==> config.mk <==
export PLATFORM = sky130hd
export DESIGN_NAME = ncl_stage_sched
export DESIGN_NICKNAME = d
export VERILOG_FILES = /design/src/rtl/ncl_sched_pkg.sv /design/src/rtl/ncl_sync2.sv /design/src/rtl/ncl_stage_sched.sv
export SDC_FILE = /design/constraint.sdc
export NUM_CORES = 1
export LEC_CHECK = 0
export CORE_UTILIZATION = 44
export DETAILED_ROUTE_END_ITERATION = 10
export HOLD_SLACK_MARGIN = 0.02
export PLACE_DENSITY = 0.73
export RECOVER_POWER = 25
export SLEW_MARGIN = 10
export SYNTH_ARGS = -nofsm -noshare
export SYNTH_HDL_FRONTEND = slang
export SYNTH_SLANG_ARGS = --single-unit
export TNS_END_PERCENT = 1
==> constraint.sdc <==
create_clock -name clk -period 1.7 [get_ports clk]
set_clock_uncertainty 0.15 [all_clocks]
set_input_delay 0.17 -clock clk [delete_from_list [all_inputs] [get_ports clk]]
set_output_delay 0.17 -clock clk [all_outputs]
set_load 0.02 [all_outputs]
==> src/rtl/ncl_sched_pkg.sv <==
// Shared types and helpers for the NCL stage scheduler.
package ncl_sched_pkg;
  localparam int IDX_W  = 3;  // grant index width, covers up to 8 requesters
  localparam int HOLD_W = 4;  // stage reset hold counter width
  localparam int WAIT_W = 8;  // wait-state watchdog counter width

  typedef enum logic [2:0] {HOLD, IDLE, DATA, WAIT_DATA, NULL, WAIT_NULL, ACK} state_t;

  // First set request at or after ptr, wrapping modulo n.
  function automatic logic [IDX_W-1:0] rr_pick(input logic [7:0] req,
                                               input logic [IDX_W-1:0] ptr,
                                               input int n);
    logic [IDX_W-1:0] idx;
    rr_pick = ptr;
    for (int i = 7; i >= 0; i--) begin
      if (i < n) begin
        idx = IDX_W'((int'(ptr) + i) % n);
        if (req[idx]) rr_pick = idx;
      end
    end
  endfunction
endpackage

==> src/rtl/ncl_sync2.sv <==
// Two-flop synchronizer, async reset to 0.
module ncl_sync2 (
  input  logic clk,
  input  logic rst,
  input  logic d,
  output logic q
);
  logic meta;

  always_ff @(posedge clk or posedge rst) begin
    if (rst) begin
      meta <= 1'b0;
      q    <= 1'b0;
    end else begin
      meta <= d;
      q    <= meta;
    end
  end
endmodule

==> src/rtl/ncl_stage_sched.sv <==
// Round-robin scheduler driving one shared dual-rail NCL stage through DATA/NULL cycles.
// Optional wait-state watchdog with sticky err output: define NCL_SCHED_TIMEOUT_EN.
module ncl_stage_sched
  import ncl_sched_pkg::*;
#(
  parameter int N_REQ    = 4,
  parameter int WIDTH    = 8,
  parameter int RSB_HOLD = 4
`ifdef NCL_SCHED_TIMEOUT_EN
  , parameter int TIMEOUT = 255
`endif
) (
  input  logic                   clk,
  input  logic                   rst,
  input  logic [N_REQ-1:0]       req,
  input  logic [N_REQ*WIDTH-1:0] req_data,
  output logic [N_REQ-1:0]       ack,
  output logic [WIDTH-1:0]       resp_data,
  output logic                   busy,
  output logic [WIDTH-1:0]       rail1,
  output logic [WIDTH-1:0]       rail0,
  output logic                   stage_rsb,
  input  logic                   stage_done,
  input  logic [WIDTH-1:0]       stage_out1
`ifdef NCL_SCHED_TIMEOUT_EN
  , output logic                 err
`endif
);
  state_t             state;
  logic [IDX_W-1:0]   g, ptr, pick, next_ptr;
  logic [WIDTH-1:0]   data, result, pick_data;
  logic [HOLD_W-1:0]  hold_cnt;
  logic [7:0]         req_ext;
  logic               done_s;

  ncl_sync2 u_sync (.clk(clk), .rst(rst), .d(stage_done), .q(done_s));

  always_comb begin
    req_ext = '0;
    req_ext[N_REQ-1:0] = req;
    pick = rr_pick(req_ext, ptr, N_REQ);
    pick_data = '0;
    for (int i = 0; i < N_REQ; i++)
      if (pick == IDX_W'(i)) pick_data = req_data[i*WIDTH +: WIDTH];
    next_ptr = (g == IDX_W'(N_REQ-1)) ? '0 : g + 1'b1;
  end

  always_comb begin
    ack = '0;
    for (int i = 0; i < N_REQ; i++)
      ack[i] = (state == ACK) && (g == IDX_W'(i));
  end

  assign busy = (state != HOLD) && (state != IDLE);

`ifdef NCL_SCHED_TIMEOUT_EN
  logic [WAIT_W-1:0] wait_cnt;
  logic              timeout_hit;

  assign timeout_hit = ((state == WAIT_DATA && !done_s) || (state == WAIT_NULL && done_s)) &&
                       (wait_cnt == WAIT_W'(TIMEOUT-1));

  // Cleared in the cycle before each wait state is entered.
  always_ff @(posedge clk or posedge rst) begin
    if (rst)                                     wait_cnt <= '0;
    else if (state == DATA || state == NULL)     wait_cnt <= '0;
    else if (state == WAIT_DATA || state == WAIT_NULL) wait_cnt <= wait_cnt + 1'b1;
  end

  always_ff @(posedge clk or posedge rst) begin
    if (rst)              err <= 1'b0;
    else if (timeout_hit) err <= 1'b1;
  end
`endif

  always_ff @(posedge clk or posedge rst) begin
    if (rst) begin
      state     <= HOLD;
      stage_rsb <= 1'b0;
      rail1     <= '0;
      rail0     <= '0;
      resp_data <= '0;
      result    <= '0;
      data      <= '0;
      g         <= '0;
      ptr       <= '0;
      hold_cnt  <= '0;
    end else begin
`ifdef NCL_SCHED_TIMEOUT_EN
      // Abandon the grant: re-reset the stage and skip past the stuck requester.
      if (timeout_hit) begin
        state     <= HOLD;
        stage_rsb <= 1'b0;
        rail1     <= '0;
        rail0     <= '0;
        hold_cnt  <= '0;
        ptr       <= next_ptr;
      end else
`endif
      case (state)
        HOLD: begin
          if (hold_cnt == HOLD_W'(RSB_HOLD-1)) begin
            hold_cnt  <= '0;
            stage_rsb <= 1'b1;
            state     <= IDLE;
          end else begin
            hold_cnt <= hold_cnt + 1'b1;
          end
        end
        IDLE: begin
          // A stage still showing DATA must drain before a new wavefront.
          if (|req && !done_s) begin
            g     <= pick;
            data  <= pick_data;
            state <= DATA;
          end
        end
        DATA: begin
          rail1 <= data;
          rail0 <= ~data;
          state <= WAIT_DATA;
        end
        WAIT_DATA: begin
          if (done_s) begin
            result <= stage_out1;
            state  <= NULL;
          end
        end
        NULL: begin
          rail1 <= '0;
          rail0 <= '0;
          state <= WAIT_NULL;
        end
        WAIT_NULL: begin
          if (!done_s) begin
            resp_data <= result;
            state     <= ACK;
          end
        end
        ACK: begin
          ptr   <= next_ptr;
          state <= IDLE;
        end
        default: state <= HOLD;
      endcase
    end
  end
endmodule

==> impl_metrics.ini, run 1 <==
[run_status]
outcome = finished, violations left
violations = negative setup slack

[critical_path]
critPathLaunch = ptr[0]
r2r_start = ptr[0]
crit_chain = nor2b_4 > o22ai_1 > a222oi_1 > buf_4 > buf_6 > mux2_4 > o31ai_2
critical_path_class = flip-flop to flip-flop
crit_path_end_kind = flip-flop
cp-start-kind = flip-flop
critPathArrivalTime_ns = 2.10
cpMaxStageDelayCell = dfrtp_1
critical_path.max_stage_delay_ns = 0.44
critPathRequiredTime_ns = 1.76
cp_max_fo = 5

[floorplanning]
dieArea_um2 = 6770
fp.dieH_um = 82.3
ios = 77
fp-row-count = 28
initial_core_util_pct = 46.8
die_width_um = 82.3
core_um2 = 6060

[power]
combPwrFrac_pct = 55.9
seq_power_share_pct = 33.2
sw_frac_of_total_pct = 38.6
clockPowerShare_pct = 10.9
p_sw_w = 0.00275
power_density_nw_per_um2 = 1720
intPower_w = 0.00437
ir_drop_v = 0.000870
leakage_nw = 1.78

[global_route]
grt_pass1_vias = 2318
grt_max_degree = 56
grt_pass1_wl_um = 10700
groute.usage.overall_pct = 20.8
antenna_found_initial = 0
gr-total-overflow = 0

[timing]
relSlewSlack_pct = 51.8
worst_pin_slew_ns = 0.724
max_freq_mhz = 491
worst_slack_ns = -0.336
setup_violations = 25
finalCriticalPeriod_ns = 2.04
hold_ws_ns = 0.225
rsz0062_at_grt = yes
final_max_slew_viol_count = 0
finalCritPeriodShare_pct = 120
finalHoldViolations = 0

[cells_and_area]
drive_gt1_share_pct = 27.1
seq_area_um2 = 1380
area_delta_synth_final_pct = 45.9
multi_input_comb_area_um2 = 1420
nets = 428
fillers = 473
antenna_cells = 0

[detailed_routing]
vias = 2435
first_iter_violations = 154
wl_um = 6510
avgViaCountPerCell = 5.39
drc = 0
avgRoutedWirePerCell_um = 14.4
ant_nets = 0
drt-pass1-iter-count = 4

[cts]
cts_root_buf = clkbuf_8
clock_path_buffers = 2
cts.sinks = 55
cts_tree = built
numCtsBuffers = 5
clk_pin_slew_worst_paths_ns = 0.10
insertion_delay_ns = 0.30
htree_levels = 2

[yosys]
ys_async_sr_fraction_pct = 100
syn_area_um2 = 2830
syn_nets = 322
synthDominantCellAreaShare_pct = 48.6
ys_ff_latch = 55
post_synth_num_cell_types = 40
avgSynthCellArea_um2 = 10.5
netlist_top_cells_count = dfrtp_1 (55), nand2_1 (31), o21ai_0 (24), mux2_2 (20), nor3_1 (19)
yosys.area.top_type = dfrtp_1
synth_ff_type = dfrtp_1
yosysWarnings = 0
yosysMostFrequentCell = dfrtp_1
synth.area.top_cells = dfrtp_1 (49%), mux2_2 (7.9%), o21ai_0 (4.2%)
synth_cells = 270
seq_area_frac_synth_pct = 48.6
synth-edff-count = 0

[job]
drv_cap = 0

[placed_design]
place_ws_ns = -0.625
gp_congestion = 0.815
portBuffers = 76
dpl.hpwl_um = 4740

[hold_path]
worstHoldStart = u_sync.meta
hp-class = flip-flop to flip-flop
[logic make-up (layout without fill, tap and decap cells)]
family / Yosys count / in the layout / share of synthesized area [%]
simple gates: 84 / 84 / 15.1
compound gates: 71 / 71 / 17.3
flops: 55 / 55 / 48.6
mux: 28 / 28 / 12.0
buf+inv: 26 / 133 / 4.59
fa+ha+maj: 5 / 5 / 2.21
xor+xnor: 1 / 1 / 0.309
[power groups by stage]
stage | combinational [W] | clock, W | sequential [W]
5_1_grt | 0.00432 | 0.000857 | 0.00245
4_1_cts | 0.00390 | 0.000794 | 0.00236
2_1_floorplan | 0.00189 | 0 | 0.00266
6_report | 0.00398 | 0.000776 | 0.00236
3_5_place_dp | 0.00372 | 0 | 0.00240
3_3_place_gp | 0.00360 | 0 | 0.00238
[timing repair]
action	4_1_cts	5_1_grt
cloned	1	0
pin swaps	4	1
hold buffers	0	0
setup endpoints to repair	35	37
buffers inserted	4	0
resized for setup	35	13
[final cells by class]
cell class              count  area share [%]
clock buffers               8            2.42
inverters                  11           0.999
multi-input cells         189            34.4
flip-flops and latches     55            33.3
well taps                  75            2.27
repair buffers            114            26.6
[through the flow]
step	setup TNS (ns)	area (um2)	power, W	std cells	utilization, %
after detailed placement	-7.68	3910	0.00612	439	64.5
after floorplan	-1.92	2850	0.00455	270	-
after global placement	-6.55	3910	0.00598	439	64.5
after global routing	-5.78	4130	0.00763	452	68.2
final	-3.59	4130	0.00712	452	68.2
after CTS	-2.63	4090	0.00705	452	67.5
[final timing paths]
check / end / slack, ns / depth (start not counted)
worst max-delay path: data[0] / -0.34 / 7
worst max register to register: data[0] / -0.34 / 7
worst min-delay path: u_sync.q / 0.23 / 0
worst min register to register: u_sync.q / 0.23 / 0
max in group asynchronous: ptr[1] / 0.53 / 3
min in group asynchronous: ptr[1] / 0.38 / 3
[state kept, by name, summed over array words and instances, names as in the netlist, 2 cells and up]
| name | cells |
|---|---|
| g | 3 |
| result | 8 |
| hold_cnt | 4 |
| ptr | 2 |
| rail1 | 8 |
| state | 3 |
| rail0 | 8 |
| data | 8 |
| resp_data | 8 |
[metal layers]
| layer | wire (um) | GRT usage [%] | part of all wire [%] | up-vias |
|---|---|---|---|---|
| li1 | - | - | - | 1183 |
| met1 | 2830 | 27.0 | 43 | 1173 |
| met2 | 3350 | 35.0 | 51 | 68 |
| met3 | 228 | 3.41 | 3.5 | 11 |
| met4 | 107 | 7.37 | 1.6 | 0 |
| met5 | 0 | 0 | 0 | - |
[critical path, delay by kind of cell, from the launching register on]
family,cells,cell delay (ns)
DFF,1,0.44
and+or+nand+nor,1,0.18
muxes,1,0.31
AOI/OAI and AO/OA,3,0.55
buffers and inverters,2,0.33
[cell usage in the layout, fill, tap and decap left out, drive strengths merged, types with 2 or more instances in the layout]
| cell type | n |
|---|---|
| nand2 | 31 |
| clkbuf | 9 |
| or2 | 2 |
| o21ai | 24 |
| clkdlybuf4s15 | 3 |
| a22oi | 9 |
| mux2 | 27 |
| nand2b | 4 |
| ha | 5 |
| nor2 | 12 |
| o31ai | 9 |
| dfrtp | 55 |
| dlygate4sd3 | 2 |
| a21o | 2 |
| buf | 39 |
| o22ai | 12 |
| clkdlybuf4s50 | 67 |
| and2 | 4 |
| nor3 | 19 |
| a21oi | 10 |
| or3 | 2 |
| nor2b | 2 |
| inv | 10 |
| dlygate4sd2 | 2 |
Note: power is estimated with default switching activity, not from simulation.
==> run 2, diff against run 1 <==
--- a/config.mk
+++ b/config.mk
@@ -5,11 +5,13 @@
 export SDC_FILE = /design/constraint.sdc
 export NUM_CORES = 1
 export LEC_CHECK = 0
+export ABC_AREA = 1
 export CORE_UTILIZATION = 44
 export DETAILED_ROUTE_END_ITERATION = 10
 export HOLD_SLACK_MARGIN = 0.02
-export PLACE_DENSITY = 0.73
+export PLACE_DENSITY = 0.72
 export RECOVER_POWER = 25
+export REMOVE_ABC_BUFFERS = 1
 export SLEW_MARGIN = 10
 export SYNTH_ARGS = -nofsm -noshare
 export SYNTH_HDL_FRONTEND = slang
==> run 2 against run 1 <==
The flow still finishes with violations (negative setup slack). First-iteration DRC count increased by 2.6%. Clock power decreased by 1%. Setup slack improved by 0.00079 ns. Synthesized cell count rose by 33%. Critical path depth rose by 10. Sequential power is 4% lower. Sequential share of layout area decreased by 1.5 points. Critical endpoint is now data[1]. Core utilization is 0.44 points lower. Maximum frequency barely moved. Largest power group unchanged. Combinational power increased by 34%. Via count rose by 18%.
==> impl_metrics.ini, run 2 <==
[run_status]
outcome = finished, violations left
violations = negative setup slack

[power]
sw_frac_of_total_pct = 44.3
ir_drop_v = 0.00111
p_sw_w = 0.00371
leakage_nw = 2.20
combPwrFrac_pct = 63.8
clockPowerShare_pct = 9.2
seq_power_share_pct = 27.0
intPower_w = 0.00467
power_density_nw_per_um2 = 1900

[yosys]
synth-edff-count = 0
ys_ff_latch = 56
netlist_top_cells_count = nand2_1 (92), dfrtp_1 (56), inv_1 (48), nand4_1 (26), nor2_1 (20)
yosysWarnings = 0
avgSynthCellArea_um2 = 8.48
synth.area.top_cells = dfrtp_1 (46%), nand2_1 (11%), inv_1 (5.9%)
seq_area_frac_synth_pct = 46.2
synthDominantCellAreaShare_pct = 46.2
yosysMostFrequentCell = nand2_1
syn_area_um2 = 3040
synth_cells = 358
ys_async_sr_fraction_pct = 100
post_synth_num_cell_types = 33
yosys.area.top_type = dfrtp_1
synth_ff_type = dfrtp_1

[placed_design]
place_ws_ns = -0.480
portBuffers = 76
dpl.hpwl_um = 5230
gp_congestion = 0.863

[detailed_routing]
first_iter_violations = 158
avgRoutedWirePerCell_um = 13.8
drc = 0
drt-pass1-iter-count = 5
avgViaCountPerCell = 5.20
vias = 2883
ant_nets = 0
wl_um = 7670

[timing]
relSlewSlack_pct = 51.0
finalCritPeriodShare_pct = 120
worst_slack_ns = -0.336
finalCriticalPeriod_ns = 2.04
worst_pin_slew_ns = 0.734
setup_violations = 12
rsz0062_at_grt = yes
hold_ws_ns = 0.206
final_max_slew_viol_count = 0
max_freq_mhz = 491
finalHoldViolations = 0
setup_tns_ns = -2.64

[cells_and_area]
area_delta_synth_final_pct = 45.0
multi_input_comb_area_um2 = 1480
fillers = 522
seq_area_um2 = 1400
antenna_cells = 0
nets = 528
drive_gt1_share_pct = 28.5
most-common-layout-cells = nand2_1 (80), clkdlybuf4s50_1 (69), dfrtp_1 (55), inv_1 (47), buf_4 (45)
mostFrequentLayoutCell = nand2_1

[job]
drv_cap = 0

[critical_path]
critical_path.max_stage_delay_ns = 0.40
critPathArrivalTime_ns = 2.09
cp_max_fo = 8
cp-start-kind = flip-flop
crit_path_end_kind = flip-flop
critical_path_class = flip-flop to flip-flop
cp_common_cell = nand2_2
crit_chain = buf_6 > clkinv_8 > nand2_2 > nand3_2 > nand2_2 > inv_2 > nand2_1 > nand2_2 > nand2_2 > nand2_2 > nand2_4 > buf_4 > nand4_1 > nand2_1 > inv_1 > o21ai_1 > nand2_1
critPathRequiredTime_ns = 1.75
cpMaxStageDelayCell = dfrtp_1

[floorplanning]
fp-row-count = 29
dieArea_um2 = 7240
ios = 77
core_um2 = 6490
fp.dieH_um = 85.1
die_width_um = 85.1
initial_core_util_pct = 46.7

[global_route]
groute.usage.overall_pct = 21.1
antenna_found_initial = 0
grt_pass1_wl_um = 12300
grt_pass1_vias = 2708
gr-total-overflow = 0
grt_max_degree = 57

[hold_path]
hp-class = flip-flop to flip-flop

[cts]
clock_path_buffers = 2
cts.sinks = 56
numCtsBuffers = 5
htree_levels = 2
clk_pin_slew_worst_paths_ns = 0.10
cts_root_buf = clkbuf_8
insertion_delay_ns = 0.31
hold_buffers = 0
cts_tree = built
## run 2: cell count changes after synthesis, sizes merged, moves of 9 or more
cell,change
a22oi,-9
inv,+42
mux2,-13
nand2,+77
nand3,+14
nand4,+27
nor3,-16
o22ai,-12
## run 2: what timing repair did
| item | CTS | global route |
|---|---|---|
| setup endpoints to repair | 18 | 31 |
| gates resized for setup | 34 | 30 |
| gates cloned | 0 | 1 |
| setup buffers | 3 | 4 |
| pin swaps | 8 | 14 |
## run 2: final timing paths
path | start | end | slack (ns) | depth (start not counted)
min in group asynchronous | rst | result[3] | 0.42 | 3
setup reg to reg | ptr[0] | data[1] | -0.34 | 17
max in group asynchronous | rst | ptr[1] | 0.47 | 3
hold / removal | u_sync.meta | u_sync.q | 0.21 | 0
setup / recovery | ptr[0] | data[1] | -0.34 | 17
hold reg to reg | u_sync.meta | u_sync.q | 0.21 | 0
## run 2: cells by family after synthesis
family / after synthesis / synth area share [%]
xor gates and xnor gates: 2 / 0.577
adders and majority gates: 5 / 2.06
muxes: 14 / 5.19
buffers and inverters: 66 / 9.69
DFF: 56 / 46.2
and+or+nand+nor: 174 / 27.6
AOI/OAI and AO/OA: 41 / 8.74
## run 2: per-stage QoR
step / total power, W / area (um2) / instances / utilization, %
2_1_floorplan: 0.00509 / 2950 / 346 / -
3_3_place_gp: 0.00685 / 4110 / 538 / 63.3
3_5_place_dp: 0.00700 / 4110 / 538 / 63.3
4_1_cts: 0.00798 / 4270 / 549 / 65.7
5_1_grt: 0.00901 / 4400 / 554 / 67.8
6_report: 0.00838 / 4400 / 554 / 67.8
## run 2: per-layer routing
layer	wire, um	GRT usage, %	vias to the layer above	part of all wire [%]
met4	90	6.32	0	1.2
li1	-	-	1407	-
met3	354	3.21	7	4.6
met5	0	0	-	0
met1	3360	27.6	1386	44
met2	3860	36.4	83	50
## run 2: power groups by stage
stage                     clock, W  combinational, W  sequential, W
after floorplan                  0           0.00249        0.00260
after global placement           0           0.00461        0.00224
after detailed placement         0           0.00473        0.00228
after CTS                 0.000782           0.00494        0.00226
after global routing      0.000831           0.00585        0.00233
final                     0.000768           0.00535        0.00226
## run 2: layout make-up
cell class | instances | area share, %
clock inverter | 1 | 0.171
inverter | 54 | 4.89
multi-input combinational | 237 | 33.7
timing repair buffer | 122 | 25.3
tap | 77 | 2.19
clock buffer | 7 | 1.96
sequential | 56 | 31.9
## run 2: worst max-delay path, delay by kind of cell, from the launching register on
family	cells	cell delay [ns]
AND/OR/NAND/NOR	11	0.91
buffers and inverters	5	0.42
AO/OA/AOI/OAI	1	0.06
flip-flops	1	0.40
